File: src/rtl/cla_pkg.sv
// cla_pkg: definitions shared by the byte-serial add arbiter.
//   state_t        - arbiter FSM states (IDLE, CALC, RESP)
//   WORDS_DEFAULT  - default operand width in bytes
//   byte_idx_width - width of the byte index register for a given WORDS
package cla_pkg;

  localparam int WORDS_DEFAULT = 4;

  typedef enum logic [1:0] {
    IDLE = 2'd0,
    CALC = 2'd1,
    RESP = 2'd2
  } state_t;

  // A one-byte build still needs a 1-bit index register.
  function automatic int byte_idx_width(input int words);
    int w;
    w = $clog2(words);
    if (w < 1) begin
      return 1;
    end else begin
      return w;
    end
  endfunction

endpackage

File: src/rtl/cla_8bit.sv
// cla_8bit: 8-bit carry-lookahead adder, purely combinational.
// Ports:
//   a, b  in  8  operands
//   cin   in  1  carry-in
//   sum   out 8  a + b + cin, low 8 bits
//   cout  out 1  carry-out of bit 7
module cla_8bit (
  input  logic [7:0] a,
  input  logic [7:0] b,
  input  logic       cin,
  output logic [7:0] sum,
  output logic       cout
);

  logic [7:0] g_s;
  logic [7:0] p_s;
  logic [8:0] c_s;

  // Generate/propagate terms; each carry is formed from its own lookahead term set.
  always_comb begin : carry_p
    logic acc;
    acc = 1'b0;
    g_s = a & b;
    p_s = a ^ b;
    c_s = 9'd0;
    c_s[0] = cin;
    for (int i = 0; i < 8; i++) begin
      acc = cin;
      for (int j = 0; j <= i; j++) begin
        acc = g_s[j] | (p_s[j] & acc);
      end
      c_s[i+1] = acc;
    end
    sum  = p_s ^ c_s[7:0];
    cout = c_s[8];
  end

endmodule

File: src/rtl/cla_add_arbiter.sv
// cla_add_arbiter: two requesters share one cla_8bit. A granted request is
// added byte-serially, LSB first, with the carry chained through carry_r,
// and the result is returned on a valid/ready port tagged with the id.
// Ports:
//   clk, rst_n                 clock, async active-low reset
//   reqN_valid / reqN_ready    request handshake (ready combinational, IDLE only)
//   reqN_a, reqN_b, reqN_cin   operands (8*WORDS bits) and carry-in
//   rsp_valid / rsp_ready      response handshake
//   rsp_id, rsp_sum, rsp_cout  owning requester, sum, final carry (registered)
module cla_add_arbiter
  import cla_pkg::*;
#(
  parameter int WORDS = WORDS_DEFAULT
) (
  input  logic               clk,
  input  logic               rst_n,
  input  logic               req0_valid,
  output logic               req0_ready,
  input  logic [8*WORDS-1:0] req0_a,
  input  logic [8*WORDS-1:0] req0_b,
  input  logic               req0_cin,
  input  logic               req1_valid,
  output logic               req1_ready,
  input  logic [8*WORDS-1:0] req1_a,
  input  logic [8*WORDS-1:0] req1_b,
  input  logic               req1_cin,
  output logic               rsp_valid,
  input  logic               rsp_ready,
  output logic               rsp_id,
  output logic [8*WORDS-1:0] rsp_sum,
  output logic               rsp_cout
);

  localparam int KW = byte_idx_width(WORDS);
  localparam logic [KW-1:0] K_LAST = KW'(WORDS - 1);

  state_t             state_r;
  logic [8*WORDS-1:0] a_r;
  logic [8*WORDS-1:0] b_r;
  logic [8*WORDS-1:0] sum_r;
  logic [KW-1:0]      k_r;
  logic               carry_r;
  logic               id_r;
  logic               last_grant_r;
  logic               rsp_valid_r;
  logic               rsp_cout_r;

  logic               grant_s;
  logic               ready0_s;
  logic               ready1_s;
  logic               accept_s;
  logic [KW+2:0]      byte_off_s;
  logic [7:0]         add_a_s;
  logic [7:0]         add_b_s;
  logic [7:0]         add_sum_s;
  logic               add_cout_s;

  // Round-robin grant: a lone requester wins, a tie goes to the one not granted last.
  always_comb begin
    grant_s  = 1'b0;
    ready0_s = 1'b0;
    ready1_s = 1'b0;
    if (req0_valid && req1_valid) begin
      grant_s = ~last_grant_r;
    end else if (req1_valid) begin
      grant_s = 1'b1;
    end else begin
      grant_s = 1'b0;
    end
    if (state_r == IDLE) begin
      ready0_s = req0_valid & ~grant_s;
      ready1_s = req1_valid & grant_s;
    end else begin
      ready0_s = 1'b0;
      ready1_s = 1'b0;
    end
  end

  assign accept_s = (req0_valid & ready0_s) | (req1_valid & ready1_s);

  // Select the current byte of each latched operand for the shared adder.
  always_comb begin
    byte_off_s = {k_r, 3'b000};
    add_a_s    = a_r[byte_off_s +: 8];
    add_b_s    = b_r[byte_off_s +: 8];
  end

  cla_8bit u_cla (
    .a    (add_a_s),
    .b    (add_b_s),
    .cin  (carry_r),
    .sum  (add_sum_s),
    .cout (add_cout_s)
  );

  // Arbiter FSM with operand, sum, carry and response registers.
  always_ff @(posedge clk or negedge rst_n) begin
    if (!rst_n) begin
      state_r      <= IDLE;
      a_r          <= '0;
      b_r          <= '0;
      sum_r        <= '0;
      k_r          <= '0;
      carry_r      <= 1'b0;
      id_r         <= 1'b0;
      last_grant_r <= 1'b1;
      rsp_valid_r  <= 1'b0;
      rsp_cout_r   <= 1'b0;
    end else begin
      case (state_r)
        IDLE: begin
          if (accept_s) begin
            a_r          <= grant_s ? req1_a : req0_a;
            b_r          <= grant_s ? req1_b : req0_b;
            carry_r      <= grant_s ? req1_cin : req0_cin;
            id_r         <= grant_s;
            last_grant_r <= grant_s;
            k_r          <= '0;
            state_r      <= CALC;
          end else begin
            state_r <= IDLE;
          end
        end
        CALC: begin
          sum_r[byte_off_s +: 8] <= add_sum_s;
          carry_r                <= add_cout_s;
          if (k_r == K_LAST) begin
            k_r         <= '0;
            rsp_cout_r  <= add_cout_s;
            rsp_valid_r <= 1'b1;
            state_r     <= RESP;
          end else begin
            k_r     <= k_r + {{(KW-1){1'b0}}, 1'b1};
            state_r <= CALC;
          end
        end
        RESP: begin
          // Requests are only accepted from IDLE, so a handshake here
          // always leaves one bubble cycle before the next accept.
          if (rsp_ready) begin
            rsp_valid_r <= 1'b0;
            state_r     <= IDLE;
          end else begin
            state_r <= RESP;
          end
        end
        default: begin
          rsp_valid_r <= 1'b0;
          state_r     <= IDLE;
        end
      endcase
    end
  end

  assign req0_ready = ready0_s;
  assign req1_ready = ready1_s;
  assign rsp_valid  = rsp_valid_r;
  assign rsp_id     = id_r;
  assign rsp_sum    = sum_r;
  assign rsp_cout   = rsp_cout_r;

endmodule

File: config.mk
export PLATFORM = sky130hd
export DESIGN_NAME = cla_add_arbiter
export DESIGN_NICKNAME = d
export VERILOG_FILES = /design/src/rtl/cla_pkg.sv /design/src/rtl/cla_8bit.sv /design/src/rtl/cla_add_arbiter.sv
export SDC_FILE = /design/constraint.sdc
export NUM_CORES = 1
export LEC_CHECK = 0
export ABC_CLOCK_PERIOD_IN_PS = 6190
export BUFFER_PORTS_ARGS = -buffer_cell sky130_fd_sc_hd__buf_2
export CAP_MARGIN = 0
export CORE_MARGIN = 3
export CORE_UTILIZATION = 51
export CTS_BUF_LIST = sky130_fd_sc_hd__clkbuf_16
export DETAILED_ROUTE_END_ITERATION = 6
export HOLD_SLACK_MARGIN = 0.15
export PLACE_DENSITY = 0.84
export SYNTH_ARGS = -nofsm -noshare
export SYNTH_HDL_FRONTEND = slang
export SYNTH_SLANG_ARGS = --single-unit
File: constraint.sdc
create_clock -name clk -period 6.19 [get_ports clk]
set_clock_uncertainty 0.2 [all_clocks]
set_input_delay 0.3095 -clock clk [delete_from_list [all_inputs] [get_ports clk]]
set_output_delay 0.3095 -clock clk [all_outputs]
set_load 0.03 [all_outputs]
== Yosys cells after proc, flatten, opt, wreduce, memory -nomap -nowiden ==
Cells that the tools add are included.

* Flip-flop bits (word level): 105
* Output and inout port bits: 37
* Logic and storage cells: 76

* $add $sub $neg: 2
* Equality and inequality tests: 6
* Shifts and indexed selects: 4
* Muxes and demuxes: 20
* Bitwise operators: 27
* Reductions and logical operators: 7

{| class="wikitable"
|+ Operators with widths
! kind !! count
|-
| 2-to-1 mux 32 bit || 2
|-
| variable part select 32 x 6 -> 8 bit || 2
|-
| bitwise mux 32 bit || 1
|-
| variable shift 8 x 7 -> 32 bit (first input constant) || 1
|-
| variable part select 8 x 7 -> 32 bit || 1
|-
| XOR 8 bit || 2
|-
| bitwise AND 1 bit || 12
|-
| 2-to-1 mux 1 bit || 9
|-
| bitwise OR 1 bit || 9
|-
| bitwise AND 8 bit || 1
|-
| 2-to-1 mux 2 bit || 4
|-
| negator 5 -> 7 bit || 1
|-
| inequality test 2 bit (second input constant) || 3
|-
| one-hot mux 2 bit (3 select lines) || 1
|-
| AND reduction 2 bit || 3
|-
| == test 2 bit (second input constant) || 2
|-
| one-hot mux 2 bit (2 select lines) || 1
|-
| NOT 1 bit || 3
|-
| one-hot mux 1 bit (3 select lines) || 1
|-
| AND reduction 3 bit || 1
|-
| adder 2 x 1 -> 2 bit (second input constant) || 1
|-
| == test 2 x 1 -> 1 bit (second input constant) || 1
|-
| zero test 2 bit || 1
|-
| one-hot mux 1 bit (2 select lines) || 1
|-
| other kinds (2) || 2
|}

== Logic depth before layout (Yosys ltp) ==
* Depth in word-level cells: 19
* Depth in mapped cells: 15
* Gate-level depth less buffers: 13

== Hierarchy ==
From an unflattened synthesis, not the netlist that was laid out.

* Cell total of the unflattened synthesis: 412
* Area total of the unflattened synthesis: 5347.6 um2

{| class="wikitable"
|+ Modules (own cells, without submodules)
! module !! times used !! cells an instance !! area an instance (um2)
|-
| cla_add_arbiter || 1 || 394 || 5149.9
|-
| cla_8bit || 1 || 18 || 197.7
|}

== Least setup slack after synthesis ==
Ideal clock, no wire load.

* Path kind: register -> register
* Start point: reg k_r[0]
* End point: reg sum_r[15], in the netlist rsp_sum[15]
* Library setup time: 0.121 ns
* Arrival time: 4.159 ns
* Data required time: 5.869 ns
* Setup slack: 1.710 ns
* Stages on the path, launching flop included: 14
* Period minus slack after synthesis: 4.480 ns
* Cell sequence: dfrtp_1 -> buf_2 -> mux4_2 -> fa_1 -> inv_1 -> fa_1 -> fa_1 -> fa_1 -> fa_1 -> fa_1 -> fa_1 -> inv_1 -> fa_1 -> a22o_1

* Longest elaborated chain between the ends: 19

{| class="wikitable"
|+ RTL lines
! what !! line !! source
|-
| from (decl) || cla_add_arbiter.sv:41 || <nowiki>logic [KW-1:0] k_r;</nowiki>
|-
| from (signal assigned) || cla_add_arbiter.sv:133 || <nowiki>k_r <= k_r + {{(KW-1){1'b0}}, 1'b1};</nowiki>
|-
| variable part select 32 x 6 -> 8 bit, on equally long branches || cla_add_arbiter.sv:84, cla_add_arbiter.sv:85 ||
|-
| XOR 8 bit || cla_8bit.sv:24 || <nowiki>p_s = a ^ b;</nowiki>
|-
| bitwise AND 1 bit || cla_8bit.sv:30 || <nowiki>acc = g_s[j] | (p_s[j] & acc);</nowiki>
|-
| bitwise OR 1 bit || cla_8bit.sv:30 ||
|-
| bitwise AND 1 bit || cla_8bit.sv:30 ||
|-
| bitwise OR 1 bit || cla_8bit.sv:30 ||
|-
| bitwise AND 1 bit || cla_8bit.sv:30 ||
|-
| bitwise OR 1 bit || cla_8bit.sv:30 ||
|-
| [... 3 more ...] || - ||
|-
| bitwise OR 1 bit || cla_8bit.sv:30 ||
|-
| bitwise AND 1 bit || cla_8bit.sv:30 ||
|-
| bitwise OR 1 bit || cla_8bit.sv:30 ||
|-
| bitwise AND 1 bit || cla_8bit.sv:30 ||
|-
| bitwise OR 1 bit || cla_8bit.sv:30 ||
|-
| XOR 8 bit || cla_8bit.sv:34 || <nowiki>sum = p_s ^ c_s[7:0];</nowiki>
|-
| variable part select 8 x 7 -> 32 bit || cla_add_arbiter.sv:125 || <nowiki>sum_r[byte_off_s +: 8] <= add_sum_s;</nowiki>
|-
| bitwise mux 32 bit * || cla_add_arbiter.sv:125 ||
|-
| to (signal, indexed assignment) || cla_add_arbiter.sv:125 ||
|-
| to (decl) || cla_add_arbiter.sv:40 || <nowiki>logic [8*WORDS-1:0] sum_r;</nowiki>
|}

Mark *: on every way between the ends. The rest lies on a longest branch, timed or not.
A chain may end at the register's enable or synchronous reset.

== Final worst setup path ==
* Start point: reg k_r[0]
* End point: reg sum_r[23], in the netlist rsp_sum[23]

Same word-level chain as after synthesis.

==> results.txt <==
Cell variety after synth - 38
H-tree Lvls - 3
syn nets - 679
Ys Warns - 0
Mapped Area - 5260 um^2
FF+latch count, synth - 105
arrival time worst endpoint - 5.12 ns
Slew headroom - 14.9%
RSZ-0062 raised after global routing - no
drt pass-1 iters - 5
register area share after synthesis - 50.0%
Synth Flop Type - dfrtp_1
Crit Path Max Fanout - 21
r2r setup slk - 1.11 ns
WHS Path Cells - 3
min Tclk post-route - 5.08 ns
Core Area - 9910 um^2
vias in the first global route - 5934
maximum VDD drop - 289 uV
Syn Inst Count - 530
Cell Pwr Density - 557 nW/um^2
CP endpoint kind - flip-flop
chip width - 108 um
R2R depth - 12
port bufs - 171
hold endpoint - carry_r$_DFFE_PN0P_
Placer Congestion - 0.866
Die H - 108 um
Worst Setup Start Kind - flip-flop
ANT nets after route - 0
DIE AREA - 11600 um^2
Final Cycle Share - 82.1%
vias per cell - 6.10
Post-CTS Setup Bufs - 0
dpl cell area - 6140 um^2
final setup fails - 0
Clock Tree Buf Depth - 2
Leak - 3.61 nW
initial antenna violation count - 1
post-route setup TNS - 0 ns
CTS root buf - clkbuf_16
final-report hold violation count - 0
status - finished clean
Top-Level Pins - 172
Iter 0 DRT Violations - 654
Final Max Slew Viols - 0
FP Rows - 36
HP Class - input pin to flip-flop
fmax - 0.197 GHz
kind of critical path - flip-flop to flip-flop
DRC - 0
reg2reg end - rsp_sum[23]$_DFFE_PN0P_
Avg Inst Size Synth - 9.92 um^2
fin area - 7750 um^2
clock slew at reported path FFs - 0.07 ns
Max-Cap Viols - 0
TritonCTS clock tree - done
Nets - 955
Routed Wire Length - 19200 um
routed via count - 5762
Worst-Margin Slew - 1.28 ns
share of layout cells above drive strength 1 - 27.0%
Post-synth EDFFs - 0
global-route usage over all layers - 34.6%
P&R area growth vs syn - 47.4%
GRT Residual Overflow - 0
asr flop ratio synth - 100%
largest net degree at the start of global routing - 71
R2R Path Start - k_r[0]$_DFFE_PN0P_
first-pass GRT wire length - 31000 um
clock sinks - 105
post-DP HPWL - 10700 um
Clock Latency Late Sink - 0.35 ns
CTS Buf Count - 9
HP Start - req1_cin
Starting Density - 53.0%
drt wl/cell - 20.3 um
WP data required - 6.23 ns
Fillers - 563
[Yosys cell counts (2+ instances only)]
master,count,area [um^2]
nor3_1,2,10.0
or4_1,2,15.0
buf_1,2,7.51
buf_4,2,15.0
buf_2,27,135
nor2_1,3,11.3
a211oi_1,2,15.0
ha_1,6,75.1
fa_1,8,160
mux4_2,16,360
a31oi_1,65,407
nor4_1,2,12.5
dfrtp_1,104,2600
clkbuf_1,13,48.8
o2bb2ai_1,26,228
o21ai_0,3,15.0
a21oi_1,66,330
inv_1,18,67.6
nand2_1,139,522
a22o_1,6,52.6
[critical path, cell delays in order, from the launching register on]
cell	delay [ns]
dfrtp_1	0.94
mux4_2	0.39
fa_1	0.19
inv_1	0.06
fa_1	0.39
fa_1	0.40
fa_1	0.40
fa_1	0.40
fa_1	0.39
fa_1	0.38
inv_1	0.09
fa_1	0.48
a22o_1	0.23
[per-stage QoR]
| stage | hold WS [ns] | total power [mW] | utilization [%] | std cells | worst slack (ns) |
|---|---|---|---|---|---|
| global placement | 0.110 | 3.12 | 61.9 | 796 | 1.29 |
| CTS | 0.166 | 4.18 | 78.2 | 944 | 1.18 |
| finish | 0.181 | 4.32 | 78.2 | 945 | 1.11 |
| floorplan | -0.186 | 2.60 | - | 530 | 1.71 |
| detailed placement | 0.119 | 3.19 | 61.9 | 796 | 1.19 |
| global route | 0.194 | 4.58 | 78.2 | 945 | 0.864 |
[what timing repair did]
| item | CTS | global route |
|---|---|---|
| resized for setup | 0 | 0 |
| hold buffers | 132 | 0 |
| endpoints found under the hold margin | 108 | 0 |
[power by group]
part	internal (mW)	switching [mW]
Combinational	1.14	1.32
Sequential	1.01	0.288
Clock	0.283	0.281
Total	2.43	1.89
[cell families after synthesis]
| logic type | share of synthesized area (%) |
|---|---|
| simple gates | 12.3 |
| compound gates | 20.7 |
| fa+ha+maj | 4.48 |
| mux | 7.26 |
| buf+inv | 5.21 |
| flops | 50.0 |
[worst max path at each step]
stage | from | end | slack (ns)
2_1_floorplan | k_r[0]$_DFFE_PN0P_ | rsp_sum[15]$_DFFE_PN0P_ | 1.71
3_3_place_gp | k_r[0]$_DFFE_PN0P_ | rsp_sum[15]$_DFFE_PN0P_ | 1.29
3_5_place_dp | k_r[0]$_DFFE_PN0P_ | rsp_sum[23]$_DFFE_PN0P_ | 1.19
4_1_cts | k_r[0]$_DFFE_PN0P_ | rsp_sum[23]$_DFFE_PN0P_ | 1.18
5_1_grt | k_r[0]$_DFFE_PN0P_ | rsp_sum[23]$_DFFE_PN0P_ | 0.86
6_report | k_r[0]$_DFFE_PN0P_ | rsp_sum[23]$_DFFE_PN0P_ | 1.11
[metal layers]
metal | global-route usage (%) | wire [um]
met5 | 0 | 0
met4 | 18.1 | 1100
met3 | 7.56 | 1930
met2 | 56.3 | 9290
met1 | 43.2 | 6910
[registers in the layout, summed over array words and instances (netlist names)]
| register | flops |
|---|---|
| rsp_id | 1 |
| b_r | 32 |
| last_grant_r | 1 |
| k_r | 2 |
| rsp_valid | 1 |
| carry_r | 1 |
| rsp_sum | 32 |
| state_r | 2 |
| rsp_cout | 1 |
| a_r | 32 |
[cell usage in the layout (no fill, tap or decap), types with 2 or more instances in the layout]
| cell type | count |
|---|---|
| buf_2 | 170 |
| nand2_1 | 139 |
| dlygate4sd3_1 | 132 |
| dfrtp_1 | 104 |
| a21oi_1 | 66 |
| a31oi_1 | 65 |
| o2bb2ai_1 | 26 |
| inv_1 | 18 |
| mux4_2 | 16 |
| clkbuf_16 | 9 |
| fa_1 | 8 |
| buf_4 | 7 |
| a22o_1 | 6 |
| ha_1 | 6 |
| nor2_1 | 3 |
| o21ai_0 | 3 |
| inv_8 | 3 |
| nor3_1 | 2 |
| nor4_1 | 2 |
| or4_1 | 2 |
| a211oi_1 | 2 |
| clkinv_4 | 2 |
[final cells by class]
class | instances | area (um^2) | share of cell area (%)
Clock buffer | 9 | 225 | 2.91
Clock inverter | 7 | 63.8 | 0.823
Inverter | 18 | 67.6 | 0.872
Multi-Input combinational cell | 363 | 2370 | 30.6
Sequential cell | 105 | 2630 | 33.9
Timing Repair Buffer | 309 | 2220 | 28.7
Tap cell | 133 | 166 | 2.15
Antenna cell | 1 | 2.50 | 0.0323
(Power assumes the default switching activity.)
